===== src/rtl/stack_cpu_gen2_pkg.sv =====
// rtl/stack_cpu_gen2_pkg.sv - opcodes, FSM states, error codes and default widths for stack_cpu_gen2
package stack_cpu_gen2_pkg;

  localparam int DEF_DATA_WIDTH  = 16;
  localparam int DEF_STACK_DEPTH = 16;
  localparam int DEF_INSTR_WIDTH = 16;
  localparam int DEF_PC_WIDTH    = 8;

  typedef enum logic [4:0] {
    OP_PUSHI = 5'd1,  OP_ADD  = 5'd2,  OP_SUB  = 5'd3,  OP_MUL  = 5'd4,
    OP_DIV   = 5'd5,  OP_MOD  = 5'd6,  OP_AND  = 5'd7,  OP_OR   = 5'd8,
    OP_INV   = 5'd9,  OP_DUP  = 5'd10, OP_SWAP = 5'd11, OP_DROP = 5'd12,
    OP_JMP   = 5'd13, OP_JZ   = 5'd14, OP_HALT = 5'd15
  } opcode_t;

  typedef logic [2:0] state_t;
  localparam state_t S_FETCH  = 3'd0;
  localparam state_t S_DECODE = 3'd1;
  localparam state_t S_POP2   = 3'd2;
  localparam state_t S_POP1   = 3'd3;
  localparam state_t S_EXEC   = 3'd4;
  localparam state_t S_PUSH   = 3'd5;
  localparam state_t S_HALTED = 3'd6;
  localparam state_t S_ERROR  = 3'd7;

  typedef enum logic [2:0] {
    ERR_NONE = 3'd0, ERR_OVERFLOW = 3'd1, ERR_UNDERFLOW = 3'd2,
    ERR_DIV_ZERO = 3'd3, ERR_ILLEGAL = 3'd4
  } err_code_t;

  function automatic logic is_legal(input logic [4:0] op);
    return (op >= 5'd1) && (op <= 5'd15);
  endfunction

  function automatic logic needs_two_pops(input logic [4:0] op);
    return ((op >= OP_ADD) && (op <= OP_OR)) || (op == OP_SWAP);
  endfunction

  function automatic logic needs_one_pop(input logic [4:0] op);
    return (op == OP_INV) || (op == OP_DROP) || (op == OP_JZ);
  endfunction

endpackage


===== src/rtl/stack_cpu_gen2_lifo.sv =====
// rtl/stack_cpu_gen2_lifo.sv - stack_lifo: register-file LIFO with full/empty flags
module stack_lifo #(
  parameter int DATA_WIDTH = 16,
  parameter int DEPTH      = 16
) (
  input  logic                  clk,
  input  logic                  reset,
  input  logic                  push,
  input  logic                  pop,
  input  logic [DATA_WIDTH-1:0] data_in,
  output logic [DATA_WIDTH-1:0] data_out,
  output logic                  full,
  output logic                  empty
);
  localparam int AW = (DEPTH > 1) ? $clog2(DEPTH) : 1;
  localparam int PW = $clog2(DEPTH + 1);

  logic [DATA_WIDTH-1:0] mem [DEPTH];
  logic [PW-1:0]         sp;
  logic [AW-1:0]         wr_idx;
  logic [AW-1:0]         rd_idx;

  assign wr_idx   = AW'(sp);
  assign rd_idx   = AW'(sp - PW'(1));
  assign data_out = mem[rd_idx];
  assign full     = (sp == PW'(DEPTH));
  assign empty    = (sp == '0);

  always_ff @(posedge clk) begin
    if (reset) begin
      sp <= '0;
    end else if (push && !full) begin
      sp <= sp + PW'(1);
    end else if (pop && !empty) begin
      sp <= sp - PW'(1);
    end
  end

  always_ff @(posedge clk) begin
    if (!reset && push && !full) begin
      mem[wr_idx] <= data_in;
    end
  end

endmodule


===== src/rtl/stack_cpu_gen2.sv =====
// rtl/stack_cpu_gen2.sv - multi-cycle stack CPU top; STACK_CPU_SSTEP_EN gates FETCH on single_step rising edges
module stack_cpu_gen2
  import stack_cpu_gen2_pkg::*;
#(
  parameter int DATA_WIDTH  = DEF_DATA_WIDTH,
  parameter int STACK_DEPTH = DEF_STACK_DEPTH,
  parameter int INSTR_WIDTH = DEF_INSTR_WIDTH,
  parameter int PC_WIDTH    = DEF_PC_WIDTH
) (
  input  logic                         clk,
  input  logic                         reset,
  input  logic [INSTR_WIDTH-1:0]       instruction,
  input  logic                         single_step,
  output logic [PC_WIDTH-1:0]          pc,
  output logic signed [DATA_WIDTH-1:0] result,
  output logic                         valid_result,
  output logic                         error,
  output logic [2:0]                   error_code,
  output logic                         halt
);
  localparam int IMM_W = INSTR_WIDTH - 6;

  state_t                       state;
  logic [INSTR_WIDTH-1:0]       ir;
  logic signed [DATA_WIDTH-1:0] op1, op2, alu, imm_ext;
  logic [DATA_WIDTH-1:0]        w0, w1, top;
  logic                         second_pending;
  logic [4:0]                   op;
  logic signed [IMM_W-1:0]      imm;
  logic [PC_WIDTH-1:0]          target, pc_next;
  logic                         lifo_push, lifo_pop, full, empty, step_go;

  assign op      = ir[INSTR_WIDTH-1 -: 5];
  assign imm     = ir[IMM_W-1:0];
  assign imm_ext = DATA_WIDTH'(imm);
  assign target  = PC_WIDTH'(ir[IMM_W-1:0]);
  assign pc_next = pc + PC_WIDTH'(1);

`ifdef STACK_CPU_SSTEP_EN
  logic step_prev;
  logic unused_bits;
  assign unused_bits = ir[INSTR_WIDTH-6];
  assign step_go     = single_step && !step_prev;
  always_ff @(posedge clk) begin
    if (reset) step_prev <= 1'b0;
    else       step_prev <= single_step;
  end
`else
  logic unused_bits;
  assign unused_bits = ir[INSTR_WIDTH-6] ^ single_step;
  assign step_go     = 1'b1;
`endif

  stack_lifo #(.DATA_WIDTH(DATA_WIDTH), .DEPTH(STACK_DEPTH)) u_lifo (
    .clk(clk), .reset(reset), .push(lifo_push), .pop(lifo_pop),
    .data_in(w0), .data_out(top), .full(full), .empty(empty)
  );

  // DUP consumes the top in EXEC and re-pushes it twice, so the net effect is +1.
  always_comb begin
    lifo_push = 1'b0;
    lifo_pop  = 1'b0;
    case (state)
      S_POP2, S_POP1: lifo_pop  = !empty;
      S_EXEC:         lifo_pop  = (op == OP_DUP) && !empty;
      S_PUSH:         lifo_push = !full;
      default: ;
    endcase
  end

  always_comb begin
    alu = '0;
    case (op)
      OP_PUSHI: alu = imm_ext;
      OP_ADD:   alu = op1 + op2;
      OP_SUB:   alu = op1 - op2;
      OP_MUL:   alu = op1 * op2;
      OP_DIV:   alu = (op2 != '0) ? op1 / op2 : '0;
      OP_MOD:   alu = (op2 != '0) ? op1 % op2 : '0;
      OP_AND:   alu = op1 & op2;
      OP_OR:    alu = op1 | op2;
      OP_INV:   alu = ~op1;
      default:  alu = '0;
    endcase
  end

  always_ff @(posedge clk) begin
    if (reset) begin
      state          <= S_FETCH;
      pc             <= '0;
      ir             <= '0;
      op1            <= '0;
      op2            <= '0;
      w0             <= '0;
      w1             <= '0;
      second_pending <= 1'b0;
      result         <= '0;
      valid_result   <= 1'b0;
      error          <= 1'b0;
      error_code     <= ERR_NONE;
      halt           <= 1'b0;
    end else begin
      valid_result <= 1'b0;
      case (state)
        S_FETCH: if (step_go) begin
          ir    <= instruction;
          state <= S_DECODE;
        end
        S_DECODE: begin
          if (!is_legal(op)) begin
            error <= 1'b1; error_code <= ERR_ILLEGAL; state <= S_ERROR;
          end else if (op == OP_HALT) begin
            pc <= pc_next; halt <= 1'b1; state <= S_HALTED;
          end else if (needs_two_pops(op)) state <= S_POP2;
          else if (needs_one_pop(op))      state <= S_POP1;
          else                             state <= S_EXEC;
        end
        S_POP2, S_POP1: begin
          if (empty) begin
            error <= 1'b1; error_code <= ERR_UNDERFLOW; state <= S_ERROR;
          end else if (state == S_POP2) begin
            op2 <= top; state <= S_POP1;
          end else begin
            op1 <= top; state <= S_EXEC;
          end
        end
        S_EXEC: begin
          if ((op == OP_DIV || op == OP_MOD) && op2 == '0) begin
            error <= 1'b1; error_code <= ERR_DIV_ZERO; state <= S_ERROR;
          end else if (op == OP_DUP && empty) begin
            error <= 1'b1; error_code <= ERR_UNDERFLOW; state <= S_ERROR;
          end else begin
            case (op)
              OP_JMP:  begin pc <= target; state <= S_FETCH; end
              OP_JZ:   begin pc <= (op1 == '0) ? target : pc_next; state <= S_FETCH; end
              OP_DROP: begin pc <= pc_next; state <= S_FETCH; end
              OP_DUP:  begin w0 <= top; w1 <= top; second_pending <= 1'b1; state <= S_PUSH; end
              OP_SWAP: begin w0 <= op2; w1 <= op1; second_pending <= 1'b1; state <= S_PUSH; end
              default: begin w0 <= alu; second_pending <= 1'b0; state <= S_PUSH; end
            endcase
          end
        end
        S_PUSH: begin
          if (full) begin
            error <= 1'b1; error_code <= ERR_OVERFLOW; state <= S_ERROR;
          end else begin
            result       <= w0;
            valid_result <= 1'b1;
            if (second_pending) begin
              w0 <= w1; second_pending <= 1'b0;
            end else begin
              pc <= pc_next; state <= S_FETCH;
            end
          end
        end
        default: ;
      endcase
    end
  end

endmodule


===== config.mk =====
export PLATFORM = sky130hd
export DESIGN_NAME = stack_cpu_gen2
export DESIGN_NICKNAME = d
export VERILOG_FILES = /design/src/rtl/stack_cpu_gen2_pkg.sv /design/src/rtl/stack_cpu_gen2_lifo.sv /design/src/rtl/stack_cpu_gen2.sv
export SDC_FILE = /design/constraint.sdc
export NUM_CORES = 1
export LEC_CHECK = 0
export CORE_MARGIN = 5
export CORE_UTILIZATION = 35
export CTS_CLUSTER_DIAMETER = 200
export CTS_CLUSTER_SIZE = 12
export DETAILED_ROUTE_END_ITERATION = 12
export DONT_BUFFER_PORTS = 1
export SLEW_MARGIN = 20
export SYNTH_ARGS = -nofsm -noshare
export SYNTH_HDL_FRONTEND = slang
export SYNTH_SLANG_ARGS = --single-unit

===== constraint.sdc =====
create_clock -name clk -period 39.6 [get_ports clk]
set_input_delay 1.98 -clock clk [delete_from_list [all_inputs] [get_ports clk]]
set_output_delay 1.98 -clock clk [all_outputs]
set_load 0.03 [all_outputs]

==> impl_metrics.prom <==
# TYPE chip_impl_metric gauge
chip_impl_info{name="status",value="finished clean"} 1
chip_impl_metric{name="worstPathRequired",unit="ns"} 40.01
chip_impl_metric{name="synth-seq-area-share",unit=""} 0.353
chip_impl_metric{name="grt-ovfl-total",unit=""} 0
chip_impl_info{name="critical_path.startpoint_type",value="register"} 1
chip_impl_info{name="synth.largest_area_cell",value="edfxtp_1"} 1
chip_impl_metric{name="fmax",unit="GHz"} 0.0283
chip_impl_metric{name="aggregate_negative_setup_slack",unit="ns"} 0
chip_impl_metric{name="grtUsageTotal",unit=""} 0.209
chip_impl_info{name="setup.worst_path.end_class",value="register"} 1
chip_impl_metric{name="timing.critical_path.fanout_max",unit=""} 35
chip_impl_metric{name="vias_per_cell",unit=""} 5.83
chip_impl_metric{name="grt_pass1_vias",unit=""} 22263
chip_impl_metric{name="report.final.setup_viol",unit=""} 0
chip_impl_metric{name="synthesis.area",unit="mm²"} 0.0284
chip_impl_metric{name="vias",unit=""} 23531
chip_impl_metric{name="worst_margin_pin_slew",unit="ns"} 1.14
chip_impl_metric{name="synth.lib_cells_used.distinct",unit=""} 101
chip_impl_info{name="timing.critical_path.mode_cell",value="ha_1"} 1
chip_impl_metric{name="detail_route.wirelength",unit="µm"} 94200
chip_impl_metric{name="clk_path_buf_depth",unit=""} 3
chip_impl_info{name="dominantRegCellSynth",value="edfxtp_1"} 1
chip_impl_info{name="clock_tree_root_buffer_cell",value="clkbuf_16"} 1
chip_impl_metric{name="dr.pass1.iters",unit=""} 6
chip_impl_info{name="setup_crit_path_kind",value="register to register"} 1
chip_impl_info{name="rsz_0062_raised_after_global_routing",value="no"} 1
chip_impl_metric{name="synth-edff-count",unit=""} 256
chip_impl_metric{name="die-area",unit="mm²"} 0.0870
chip_impl_metric{name="htree_num_levels",unit=""} 2
chip_impl_metric{name="layout-area-overhead-vs-synth",unit="%"} 8.58
chip_impl_metric{name="synth_seq_cells",unit=""} 374
chip_impl_metric{name="numCtsBuffers",unit=""} 37
chip_impl_metric{name="drt_drc_violations_left",unit=""} 0
chip_impl_metric{name="start_util",unit=""} 0.353
chip_impl_metric{name="dieHeight",unit="µm"} 295
chip_impl_metric{name="mappedNetlistNets",unit=""} 3308
chip_impl_info{name="crit_path_top_delay_cell",value="a221oi_1"} 1
chip_impl_metric{name="drt.antenna.violating_nets",unit=""} 0
chip_impl_metric{name="grt_start_max_net_pins",unit=""} 126
chip_impl_info{name="ys_top_cells_by_area",value="edfxtp_1, ha_1, dfxtp_1, mux4_2, fa_1"} 1
chip_impl_metric{name="detailed_placement_hpwl",unit="µm"} 66100
chip_impl_metric{name="nNetsFinal",unit=""} 3269
chip_impl_metric{name="layout_min_cycle_time",unit="ns"} 35.36
chip_impl_metric{name="wire_per_inst",unit="µm"} 23.4
chip_impl_info{name="cts_tree",value="built"} 1
chip_impl_metric{name="avgSynthCellArea",unit="µm²"} 9.52
chip_impl_metric{name="finalHoldViolations",unit=""} 0
chip_impl_metric{name="final_max_slew_viol_count",unit=""} 0
chip_impl_metric{name="core",unit="mm²"} 0.0805
chip_impl_metric{name="synth_cells",unit=""} 2985
chip_impl_metric{name="tritoncts_num_sinks",unit=""} 374
chip_impl_metric{name="utilization_after_layout",unit=""} 0.383
chip_impl_info{name="worst_hold_path_type",value="register to register"} 1
chip_impl_metric{name="chipWidth",unit="µm"} 295
chip_impl_metric{name="clkSlewWorstSetupHoldPaths",unit="ns"} 0.07
chip_impl_metric{name="finalClockSkew",unit="ns"} 0.0427
chip_impl_metric{name="max_stage_delay",unit="ns"} 0.98
chip_impl_metric{name="layout_worst_path_cycle_share",unit=""} 0.893
chip_impl_metric{name="floorplan.io_pins",unit=""} 49
chip_impl_metric{name="synth.top_cell.area_share",unit=""} 0.270
chip_impl_metric{name="max_cap_violations",unit=""} 0
chip_impl_metric{name="num_rows",unit=""} 104
chip_impl_metric{name="yosys_warnings",unit=""} 0
chip_impl_metric{name="cts_post_setup_buffers_inserted",unit=""} 0
chip_impl_metric{name="placer_congestion",unit=""} 0.983
chip_impl_info{name="synth.cells.most_frequent",value="nand2_1, nor2_1, edfxtp_1"} 1
chip_impl_metric{name="clock_latency_on_the_worst_skew_pair",unit="ns"} 0.57
chip_impl_metric{name="crit_arrival",unit="ns"} 35.77
chip_impl_info{name="yosys.cell_count.top_type",value="nand2_1"} 1
chip_impl_metric{name="asyncSetResetFlopFracSynth",unit=""} 0
chip_impl_metric{name="port-buffer-count",unit=""} 0
chip_impl_metric{name="cts-hold-fix-buffers",unit=""} 0
chip_impl_metric{name="maxSlewHeadroom",unit=""} 0.239
chip_impl_metric{name="post_route_cells_drive_above_1_share",unit=""} 0.0868
chip_impl_metric{name="grt_first_pass_wirelength",unit="µm"} 140000
chip_impl_metric{name="antenna_found_initial",unit=""} 2
chip_impl_metric{name="drt_iter0_drc",unit=""} 2384
chip_impl_metric{name="cts_repair_resize_count",unit=""} 0
==> placed cells by master (no fill, tap or decap), drive strengths merged, types with 76 or more instances in the layout <==
cell type and n:
edfxtp 256, o21ai 114, nor2 274, nor3 76, xnor2 106, inv 178
ha 223, buf 76, fa 81, nand2 379, dfxtp 118, a21oi 226
==> worst max-delay path: cells and delay by family, from the launching register on <==
kind / cells / cell delay (ns)
multiplexers: 3 / 0.94
AO/OA/AOI/OAI: 53 / 18.81
buffers and inverters: 8 / 1.67
adder cells (fa/ha/maj): 15 / 5.00
flip-flops: 1 / 0.52
AND/OR/NAND/NOR: 34 / 8.22
==> cell families (layout without fill, tap and decap cells) <==
kind of cell | count (synthesis) | in the layout | share of synthesized area
xor+xnor | 149 | 149 | 0.0459
mux | 105 | 105 | 0.0698
flops | 374 | 374 | 0.353
fa+ha+maj | 304 | 304 | 0.155
buf+inv | 337 | 324 | 0.0453
other cells | 0 | 1 | 0
simple gates | 990 | 990 | 0.158
compound gates | 726 | 726 | 0.173
==> area by class of cell <==
class | instances | area (µm²)
fillers | 7966 | 49700
flip-flops and latches | 374 | 10100
diodes | 1 | 2.50
clock buffers | 61 | 1020
clock inverters | 4 | 73.8
multi-input cells | 2274 | 17100
repair buffers | 76 | 578
inverters | 183 | 687
well taps | 1060 | 1330
==> registers in the layout, indices dropped and copies added, names as in the netlist, 5 cells and up <==
register,count
ir,15
op1,16
op2,16
pc,8
result,16
u_lifo.mem,256
u_lifo.sp,5
w0,16
w1,16
==> final timing paths <==
check / from / depth (start not counted) / slack (ns) / endpoint
setup / recovery: op2[10] / 113 / 4.24 / w0[0]
hold reg to reg: w1[4] / 2 / 0.45 / w1[4]
setup reg to reg: op2[10] / 113 / 4.24 / w0[0]
hold / removal: w1[4] / 2 / 0.45 / w1[4]
==> routing by layer <==
metal  vias to the layer above  wire length [µm]  part of all wire  GRT usage
met5                         -                 0                 0          0
met4                         0              3410             0.036     0.0621
met3                       191              7650             0.081     0.0330
met2                       995             41700              0.44      0.333
met1                     11547             41500              0.44      0.297
li1                      10798                 -                 -          -
==> metrics by stage <==
step | cell area [µm²] | cells | worst slack, ns | hold WS [ns]
after floorplan | 28400 | 2985 | 11.35 | 0.429
final | 30900 | 4033 | 4.24 | 0.452
after global placement | 29800 | 3966 | 5.17 | 0.432
after CTS | 30800 | 4031 | 4.95 | 0.450
after detailed placement | 29800 | 3966 | 5.13 | 0.441
after global routing | 30900 | 4032 | 1.82 | 0.464
Power is left out: the tool's default activity adds up to more than one toggle a clock period on the data nets, which glitch-free logic cannot reach.
